File: src/rtl/regfile_pkg.sv
// Shared constants for the integer-pipeline register file.
// The optional write-to-read forwarding is selected with the REGFILE_BYPASS_EN
// macro; see regfile_rd_port.
package regfile_pkg;

    localparam int REG_BUS_W    = 32;             // width of a register word
    localparam int REG_ADDR_W   = 5;              // width of a register address
    localparam int REG_NUM      = 32;             // architectural registers
    localparam int REG_NUM_LOG2 = 5;

    localparam logic READ_ENABLE   = 1'b1;
    localparam logic READ_DISABLE  = 1'b0;
    localparam logic WRITE_ENABLE  = 1'b1;
    localparam logic WRITE_DISABLE = 1'b0;
    localparam logic RST_ENABLE    = 1'b1;

    localparam logic [REG_BUS_W-1:0]  ZERO_DWORD   = '0;
    localparam logic [REG_ADDR_W-1:0] NOP_REG_ADDR = '0;

    // Number of read ports on the file.
    localparam int NUM_RD = 2;

endpackage

File: src/rtl/regfile_if.sv
// Register file bus: one write-back port and two decode read ports.
// master = pipeline side, slave = register file side.
interface regfile_if #(
    parameter int DATA_W = 32,
    parameter int ADDR_W = 5
);
    logic              we;
    logic [ADDR_W-1:0] waddr;
    logic [DATA_W-1:0] wdata;
    logic              re1;
    logic [ADDR_W-1:0] raddr1;
    logic [DATA_W-1:0] rdata1;
    logic              re2;
    logic [ADDR_W-1:0] raddr2;
    logic [DATA_W-1:0] rdata2;

    modport master (
        output we, waddr, wdata,
        output re1, raddr1, re2, raddr2,
        input  rdata1, rdata2
    );

    modport slave (
        input  we, waddr, wdata,
        input  re1, raddr1, re2, raddr2,
        output rdata1, rdata2
    );
endinterface

File: src/rtl/regfile_rd_port.sv
// One combinational read port of the register file.
// Priority: reset, port disabled, register 0, write bypass (only when
// REGFILE_BYPASS_EN is defined), stored array word.
module regfile_rd_port
    import regfile_pkg::*;
#(
    parameter int DATA_W = 32,
    parameter int ADDR_W = 5
) (
    input  logic              rst_i,
    input  logic              re_i,
    input  logic [ADDR_W-1:0] raddr_i,
    input  logic [DATA_W-1:0] rword_i,
    input  logic              we_i,
    input  logic [ADDR_W-1:0] waddr_i,
    input  logic [DATA_W-1:0] wdata_i,
    output logic [DATA_W-1:0] rdata_o
);

`ifndef REGFILE_BYPASS_EN
    // Write-side inputs only matter for forwarding; keep them visibly consumed.
    logic unused_wr;
    assign unused_wr = ^{we_i, waddr_i, wdata_i};
`endif

    // Read priority mux; register 0 is excluded before the bypass is considered.
    always_comb begin
        rdata_o = '0;
        if (rst_i == RST_ENABLE) begin
            rdata_o = '0;
        end else if (re_i != READ_ENABLE) begin
            rdata_o = '0;
        end else if (raddr_i == '0) begin
            rdata_o = '0;
`ifdef REGFILE_BYPASS_EN
        end else if (we_i == WRITE_ENABLE && raddr_i == waddr_i) begin
            rdata_o = wdata_i;
`endif
        end else begin
            rdata_o = rword_i;
        end
    end

endmodule

File: src/rtl/regfile.sv
// General-purpose register file: one synchronous write port, two
// combinational read ports, register 0 hardwired to zero.
// Build option REGFILE_BYPASS_EN enables same-cycle write-to-read forwarding.
module regfile
    import regfile_pkg::*;
#(
    parameter int DATA_W  = REG_BUS_W,
    parameter int ADDR_W  = REG_ADDR_W,
    parameter int REG_NUM = 2**ADDR_W
) (
    input  logic      clk,
    input  logic      rst,
    regfile_if.slave  bus
);

    logic [REG_NUM-1:0][DATA_W-1:0] regs_q, regs_d;

    logic [NUM_RD-1:0]             re_v;
    logic [NUM_RD-1:0][ADDR_W-1:0] raddr_v;
    logic [NUM_RD-1:0][DATA_W-1:0] rword_v;
    logic [NUM_RD-1:0][DATA_W-1:0] rdata_v;

    // Next array state: reset clears everything and drops any write; entry 0 stays zero.
    always_comb begin
        regs_d = regs_q;
        if (rst == RST_ENABLE) begin
            regs_d = '0;
        end else if (bus.we == WRITE_ENABLE && bus.waddr != '0) begin
            regs_d[bus.waddr] = bus.wdata;
        end
        regs_d[0] = '0;
    end

    // Storage array update.
    always_ff @(posedge clk) begin
        regs_q <= regs_d;
    end

    assign re_v    = {bus.re2, bus.re1};
    assign raddr_v = {bus.raddr2, bus.raddr1};

    for (genvar p = 0; p < NUM_RD; p++) begin : g_rd
        assign rword_v[p] = regs_q[raddr_v[p]];

        regfile_rd_port #(
            .DATA_W (DATA_W),
            .ADDR_W (ADDR_W)
        ) u_rd (
            .rst_i   (rst),
            .re_i    (re_v[p]),
            .raddr_i (raddr_v[p]),
            .rword_i (rword_v[p]),
            .we_i    (bus.we),
            .waddr_i (bus.waddr),
            .wdata_i (bus.wdata),
            .rdata_o (rdata_v[p])
        );
    end

    assign bus.rdata1 = rdata_v[0];
    assign bus.rdata2 = rdata_v[1];

endmodule

File: src/flat_wrapper.sv
// flat-port wrapper written by rule: the top's interface ports become plain ports
module regfile_flat import regfile_pkg::*;
#(
    parameter int DATA_W  = REG_BUS_W,
    parameter int ADDR_W  = REG_ADDR_W,
    parameter int REG_NUM = 2**ADDR_W
)
  (clk, rst, bus_we, bus_waddr, bus_wdata, bus_re1, bus_raddr1, bus_re2, bus_raddr2, bus_rdata1, bus_rdata2);
  regfile_if #(.DATA_W(DATA_W), .ADDR_W(ADDR_W)) bus_i ();
  input  logic clk;
  input  logic rst;
  input wire logic [$bits(bus_i.we)-1:0] bus_we;
  input wire logic [$bits(bus_i.waddr)-1:0] bus_waddr;
  input wire logic [$bits(bus_i.wdata)-1:0] bus_wdata;
  input wire logic [$bits(bus_i.re1)-1:0] bus_re1;
  input wire logic [$bits(bus_i.raddr1)-1:0] bus_raddr1;
  input wire logic [$bits(bus_i.re2)-1:0] bus_re2;
  input wire logic [$bits(bus_i.raddr2)-1:0] bus_raddr2;
  output wire logic [$bits(bus_i.rdata1)-1:0] bus_rdata1;
  output wire logic [$bits(bus_i.rdata2)-1:0] bus_rdata2;
  assign bus_i.we = bus_we;
  assign bus_i.waddr = bus_waddr;
  assign bus_i.wdata = bus_wdata;
  assign bus_i.re1 = bus_re1;
  assign bus_i.raddr1 = bus_raddr1;
  assign bus_i.re2 = bus_re2;
  assign bus_i.raddr2 = bus_raddr2;
  assign bus_rdata1 = bus_i.rdata1;
  assign bus_rdata2 = bus_i.rdata2;
  regfile #(.DATA_W(DATA_W), .ADDR_W(ADDR_W), .REG_NUM(REG_NUM)) u_core (.clk(clk), .rst(rst), .bus(bus_i));
endmodule
File: config.mk
export PLATFORM = sky130hd
export DESIGN_NAME = regfile_flat
export DESIGN_NICKNAME = d
export VERILOG_FILES = /design/src/rtl/regfile_pkg.sv /design/src/rtl/regfile_if.sv /design/src/rtl/regfile_rd_port.sv /design/src/rtl/regfile.sv /design/src/flat_wrapper.sv
export SDC_FILE = /design/constraint.sdc
export NUM_CORES = 2
export LEC_CHECK = 0
export ABC_AREA = 1
export BUFFER_PORTS_ARGS = -buffer_cell sky130_fd_sc_hd__buf_2
export CAP_MARGIN = 25
export CORE_ASPECT_RATIO = 0.6
export CORE_UTILIZATION = 44
export CTS_CLUSTER_SIZE = 12
export DETAILED_ROUTE_END_ITERATION = 6
export HOLD_SLACK_MARGIN = 0.05
export PLACE_DENSITY_LB_ADDON = 0.12
export SLEW_MARGIN = 20
export SYNTH_ARGS = -nofsm -noshare
export SYNTH_HDL_FRONTEND = slang
export SYNTH_SLANG_ARGS = --single-unit
File: constraint.sdc
create_clock -name clk -period 1.8 [get_ports clk]
set_input_delay 0.36 -clock clk [delete_from_list [all_inputs] [get_ports clk]]
set_output_delay 0.36 -clock clk [all_outputs]
set_load 0.05 [all_outputs]
; Word-level counts from Yosys, hierarchy flattened
; Index checks and enable logic that the tools add are counted.
[word_totals]
register_bits = 992
in_bits = 52
wordCells = 53
[op_classes]
order_cmp = 4
mux = 13
n_reduce_logical = 5
[ops]
columns = cell, n
row1 = $bwmux 1024, 1
row2 = $bmux 32 s5, 2
row3 = $mux 32, 9
row4 = $demux 32 s5, 1
row5 = $lt 5x6->1 const B, 3
row6 = $logic_not 5->1, 2
row7 = $ge 5x1->1 const B, 1
row8 = $reduce_bool 5->1, 1
row9 = $logic_and 1x1->1, 2

; Depth between registers and ports, before layout
[depth]
word_depth = 5
ltp_mapped = 12

; Cells and area by module
; A second synthesis with hierarchy kept.
[hier_totals]
hier_cells = 9387
area_unflattened_um2 = 55731.0
[by_module_without_submodules]
columns = module, area_per_inst_um2, cells_per_inst, n_inst
row1 = regfile, 54397.2, 9107, 1
row2 = regfile_rd_port, 666.9, 140, 2

; Worst setup path before layout
; Ideal clock, no wire load.
[synth_path]
kind = input to output
from = in bus_raddr1[1]
to = out bus_rdata1[19]
cell_stages = 10
arrival_time_ps = 2030
n_path_buf = 3
setup_slack_ps = -590
cell_sequence = buf_2 -> inv_2 -> buf_4 -> clkbuf_1 -> nand3_1 -> nand3_1 -> nand3_1 -> nand2_1 -> nor2_1 -> nor2_1
[synth_between]
elab_chain_cells = 5
elab_cells_between_ends = 6
cone_classes = mux (5) / reduce/logical (1)
[synth_rtl]
columns = element, line_no
row1 = from (decl), flat_wrapper.sv:16  ; input wire logic [$bits(bus_i.raddr1)-1:0] bus_raddr1;
row2 = $bmux 32 s5, regfile.sv:43  ; assign rword_v[p] = regs_q[raddr_v[p]];
row3 = $mux 32 (implied by the code), regfile.sv:43
row4 = $mux 32 (*), regfile_rd_port.sv:33  ; end else if (raddr_i == '0) begin
row5 = $mux 32 (*), regfile_rd_port.sv:31  ; end else if (re_i != READ_ENABLE) begin
row6 = $mux 32 (*), regfile_rd_port.sv:29  ; if (rst_i == RST_ENABLE) begin
row7 = to (decl), flat_wrapper.sv:19  ; output wire logic [$bits(bus_i.rdata1)-1:0] bus_rdata1;
; Mark *: on every way between the ends. The rest lies on a longest branch, timed or not. The select of a mux whose other input is x is not followed.

; Final worst setup path
[layout_path]
from = reg u_core.regs_q[399] (netlist name)
to = out bus_rdata1[15]
[layout_between]
elab_chain_cells = 5
[layout_rtl]
columns = element, line_no
row1 = from (decl), regfile.sv:16  ; logic [REG_NUM-1:0][DATA_W-1:0] regs_q, regs_d;
row2 = from (signal assigned), regfile.sv:36  ; regs_q <= regs_d;
row3 = $bmux 32 s5, regfile.sv:43
row4 = $mux 32 (implied by the code), regfile.sv:43
row5 = $mux 32, regfile_rd_port.sv:33
row6 = $mux 32, regfile_rd_port.sv:31
row7 = $mux 32, regfile_rd_port.sv:29
; Every way passes these cells. The select of a mux whose other input is x is not followed.

==> qor.txt <==
STATUS
------------------------------------------------------------------------------------
Status ................................................................ finished, violations left
Failing checks ........................................................ design-rule violations, negative setup slack

DRT
------------------------------------------------------------------------------------
Total via count in the routed design ..................................        62707
Total Routed Length ...................................................    236700 µm
Vias per cell .........................................................        5.804
DRC ...................................................................            1
DR pass1 iterations ...................................................            7
Number of DRC violations after detailed-routing iteration 0 ...........         7463
Number of nets still failing antenna checks after routing .............            0
Average routed wire per standard cell .................................     21.90 µm

CLOCK NETWORK
------------------------------------------------------------------------------------
CTS Buffer Depth ......................................................            3
TritonCTS clock tree ..................................................        built
Source-to-sink clock delay at the later pin of the worst-skew pair ....      0.74 ns
Clock root buffer ..................................................... sky130_fd_sc_hd__clkbuf_16
Number of H-tree levels ...............................................            3
Sinks on the clock net ................................................          992
TritonCTS Buffers .....................................................          102
Number of buffers inserted by hold repair at cts ......................            0
Clock slew seen by the registers of the worst setup and hold paths ....      0.06 ns

TIMING
------------------------------------------------------------------------------------
Worst slew margin relative to its limit ...............................       27.65%
Setup TNS .............................................................    -32.58 ns
Final Worst Setup Slack ...............................................   -0.6257 ns
Final setup fails .....................................................           64
Max Fclk ..............................................................    412.3 MHz
Clock Skew ............................................................         0 ns
Final period utilization ..............................................       134.8%
Setup repair after global routing missed its margin ...................         true
Slew at the pin closest to its max-slew limit .........................     1.085 ns
Number of hold violations in the final report .........................            0
Hold_ws ...............................................................    0.1542 ns
Final critical delay including setup and external delays ..............     2.426 ns
Max-slew violation total from the final report ........................            0

MIN PATH
------------------------------------------------------------------------------------
Class of the most critical hold timing path ...........................    in -> reg

GLOBAL ROUTE
------------------------------------------------------------------------------------
Overall global routing resource usage .................................       35.95%
Number of global-route vias before repair .............................        55492
Largest net degree at the start of global routing .....................          225
Number of antenna violations at the first check in global routing .....            4
Remaining global-route overflow .......................................            0
First-pass GRT wire length ............................................    351800 µm

SETUP PATH
------------------------------------------------------------------------------------
Cells along the critical path ......................................... inv_1 -> nand2_1 -> nand3_1 -> nand3_2 -> nand3_2 -> nand3_2 -> nand2_2 -> nor2_4 -> buf_12
Required time of the critical path ....................................      1.44 ns
CP Launch Type ........................................................     register
Nature of the critical path endpoint ..................................   output pin
Data arrival time of the critical path ................................      2.07 ns
Slowest Stage Delay on Critical Path ..................................      0.31 ns
Master of the slowest instance on the critical path ................... sky130_fd_sc_hd__dfxtp_2
Most used cell along the critical path ................................ sky130_fd_sc_hd__nand3_2
CP max FO .............................................................            3
Type of the worst setup path ..........................................   reg -> out

SYNTHESIS
------------------------------------------------------------------------------------
Distinct cells, synth .................................................           21
Share of flip-flops with an asynchronous set or reset after synthesis .           0%
Syn Std Cell Area .....................................................    55040 µm²
Leading cell type by number of instances after synthesis .............. sky130_fd_sc_hd__nand2_1
Library cell with the largest summed area after synthesis ............. sky130_fd_sc_hd__dfxtp_1
Area share of the largest cell type after synthesis ...................       36.08%
Yosys reg bits ........................................................          992
Most frequently used flop master after synthesis ...................... sky130_fd_sc_hd__dfxtp_1
Commonest cells post-synth ............................................ sky130_fd_sc_hd__nand2_1, sky130_fd_sc_hd__nand3_1, sky130_fd_sc_hd__dfxtp_1
Number of synthesized flops with an enable pin ........................            0
Count of mapped cells out of synthesis ................................         9113
Synthesized net count .................................................         9165
Avg Inst Size Synth ...................................................    6.040 µm²
Warning count from the yosys run ......................................            0
Register area share after synthesis ...................................       36.08%
Synth area leaders .................................................... sky130_fd_sc_hd__dfxtp_1, sky130_fd_sc_hd__nand2_1, sky130_fd_sc_hd__nand3_1

FINAL LAYOUT
------------------------------------------------------------------------------------
Fraction of layout instances using a drive strength above 1 ...........       25.13%
Post-layout instance count excluding filler cells .....................        10805
Registers with the highest flip-flop counts ........................... u_core.regs_q x992
Biggest register ...................................................... u_core.regs_q
Largest register FFs ..................................................          992
Area growth from synthesis to layout ..................................       26.21%
Layout Nets ...........................................................         9108

POWER
------------------------------------------------------------------------------------
Peak supply drop ......................................................  0.0008100 V
Static leakage ........................................................     30.26 nW
Power density relative to cell area ................................... 774.7 nW/µm²

PLACEMENT
------------------------------------------------------------------------------------
Cell Count Post-Placement .............................................        10616
Port Buf Inserts ......................................................          115
Final weighted congestion in routability-driven placement .............       0.9180
Detailed-placement wirelength estimate ................................    146400 µm

FLOORPLANNING
------------------------------------------------------------------------------------
Die extent in y .......................................................     276.0 µm
Full die area .........................................................   126600 µm²
Number of top-level design ports ......................................          116
Die Wd ................................................................     458.6 µm
Initial cell density of the core ......................................       44.39%
Site Rows .............................................................          100
Core area .............................................................   124000 µm²

JOB
------------------------------------------------------------------------------------
Reported max-cap violation count ......................................            0

worst max-delay path: cells and delay by family (launching register included):
kind | cells | cell delay, ns
buffers and inverters | 2 | 0.24
flip-flops | 1 | 0.31
AND/OR/NAND/NOR | 7 | 0.78
through the flow:
step / power (mW) / setup WS, ns / cell area, µm² / utilization, %
floorplan: 28.08 / -0.1104 / 55950 / -
CTS: 53.30 / -0.6437 / 67440 / 54.39
finish: 53.81 / -0.6257 / 69470 / 56.03
global placement: 31.29 / -0.6339 / 62190 / 50.16
global route: 55.61 / -0.7111 / 69470 / 56.03
detailed placement: 31.35 / -0.5982 / 62190 / 50.16
cells by family (layout without fill, tap and decap cells):
| logic type | count (synthesis) | after routing | share of synthesized area (%) |
|---|---|---|---|
| other | 0 | 1 | 0 |
| buffers and inverters | 1705 | 1713 | 12.08 |
| flip-flops | 992 | 992 | 36.08 |
| AO/OA/AOI/OAI | 1826 | 1826 | 16.61 |
| AND/OR/NAND/NOR | 4590 | 4590 | 35.23 |
final timing paths:
path / start / slack, ns / endpoint / cells after the start
max reg2reg: u_core.regs_q[190] / 0.99 / u_core.regs_q[190] / 3
max: u_core.regs_q[399] / -0.63 / bus_rdata1[15] / 9
min: bus_wdata[12] / 0.15 / u_core.regs_q[140] / 3
min reg2reg: u_core.regs_q[417] / 0.46 / u_core.regs_q[417] / 2
area by class of cell:
type / count / area [µm²]
Antenna cell: 1 / 2.502
Clock buffer: 152 / 3105
Clock inverter: 17 / 160.2
Fill cell: 11990 / 54520
Inverter: 876 / 3381
Multi-Input combinational cell: 6416 / 31900
Sequential cell: 992 / 20330
Tap cell: 1683 / 2106
Timing Repair Buffer: 665 / 8443
Timing Repair inverter: 3 / 33.78
per-layer routing:
metal  GRT usage (%)  wire, µm  up-vias
met5               0        12        -
met4           13.94      9835        2
met3           6.316     24400      602
met2           54.01     99450     3606
met1           51.02    103000    29209
li1                -         -    29288
report_power, final:
part | switching [mW] | leakage, nW | internal (mW)
registers | 0.113 | 8.20 | 22.3
clock network | 9.71 | 1.62 | 12.1
logic | 6.30 | 20.4 | 3.35
cells in the final DEF, fill, tap and decap left out, types with 3 or more instances in the layout:
cell type | netlist | routed
sky130_fd_sc_hd__nand2_1 | 2308 | 2099
sky130_fd_sc_hd__nand3_1 | 1670 | 1280
sky130_fd_sc_hd__o21ai_0 | 963 | 963
sky130_fd_sc_hd__a21oi_1 | 832 | 832
sky130_fd_sc_hd__dfxtp_1 | 992 | 615
sky130_fd_sc_hd__inv_1 | 845 | 520
sky130_fd_sc_hd__nor2_1 | 599 | 466
sky130_fd_sc_hd__nand3_2 | 2 | 390
sky130_fd_sc_hd__dfxtp_2 | 0 | 376
sky130_fd_sc_hd__inv_2 | 29 | 338
sky130_fd_sc_hd__buf_4 | 4 | 317
sky130_fd_sc_hd__buf_12 | 0 | 234
sky130_fd_sc_hd__nand2_2 | 0 | 199
sky130_fd_sc_hd__clkbuf_16 | 0 | 109
sky130_fd_sc_hd__nor2_4 | 1 | 91
sky130_fd_sc_hd__nor2_2 | 0 | 43
sky130_fd_sc_hd__buf_2 | 186 | 43
sky130_fd_sc_hd__clkbuf_8 | 0 | 30
sky130_fd_sc_hd__buf_6 | 0 | 30
sky130_fd_sc_hd__o21ai_1 | 29 | 29
sky130_fd_sc_hd__buf_8 | 0 | 23
sky130_fd_sc_hd__clkinv_2 | 0 | 19
sky130_fd_sc_hd__clkbuf_1 | 585 | 18
sky130_fd_sc_hd__nand2_4 | 0 | 10
sky130_fd_sc_hd__buf_16 | 0 | 9
sky130_fd_sc_hd__inv_8 | 0 | 7
sky130_fd_sc_hd__nand4_4 | 0 | 5
sky130_fd_sc_hd__inv_6 | 0 | 4
sky130_fd_sc_hd__bufbuf_16 | 0 | 4
sky130_fd_sc_hd__inv_4 | 0 | 3
repair_timing:
item / 4_1_cts / 5_1_grt
endpoints found under the setup margin: 64 / 64
pin swaps: 293 / 380
gates resized for setup: 799 / 695
buffers inserted: 7 / 8
gates cloned: 6 / 5
Note: power is estimated with default switching activity, not from simulation.
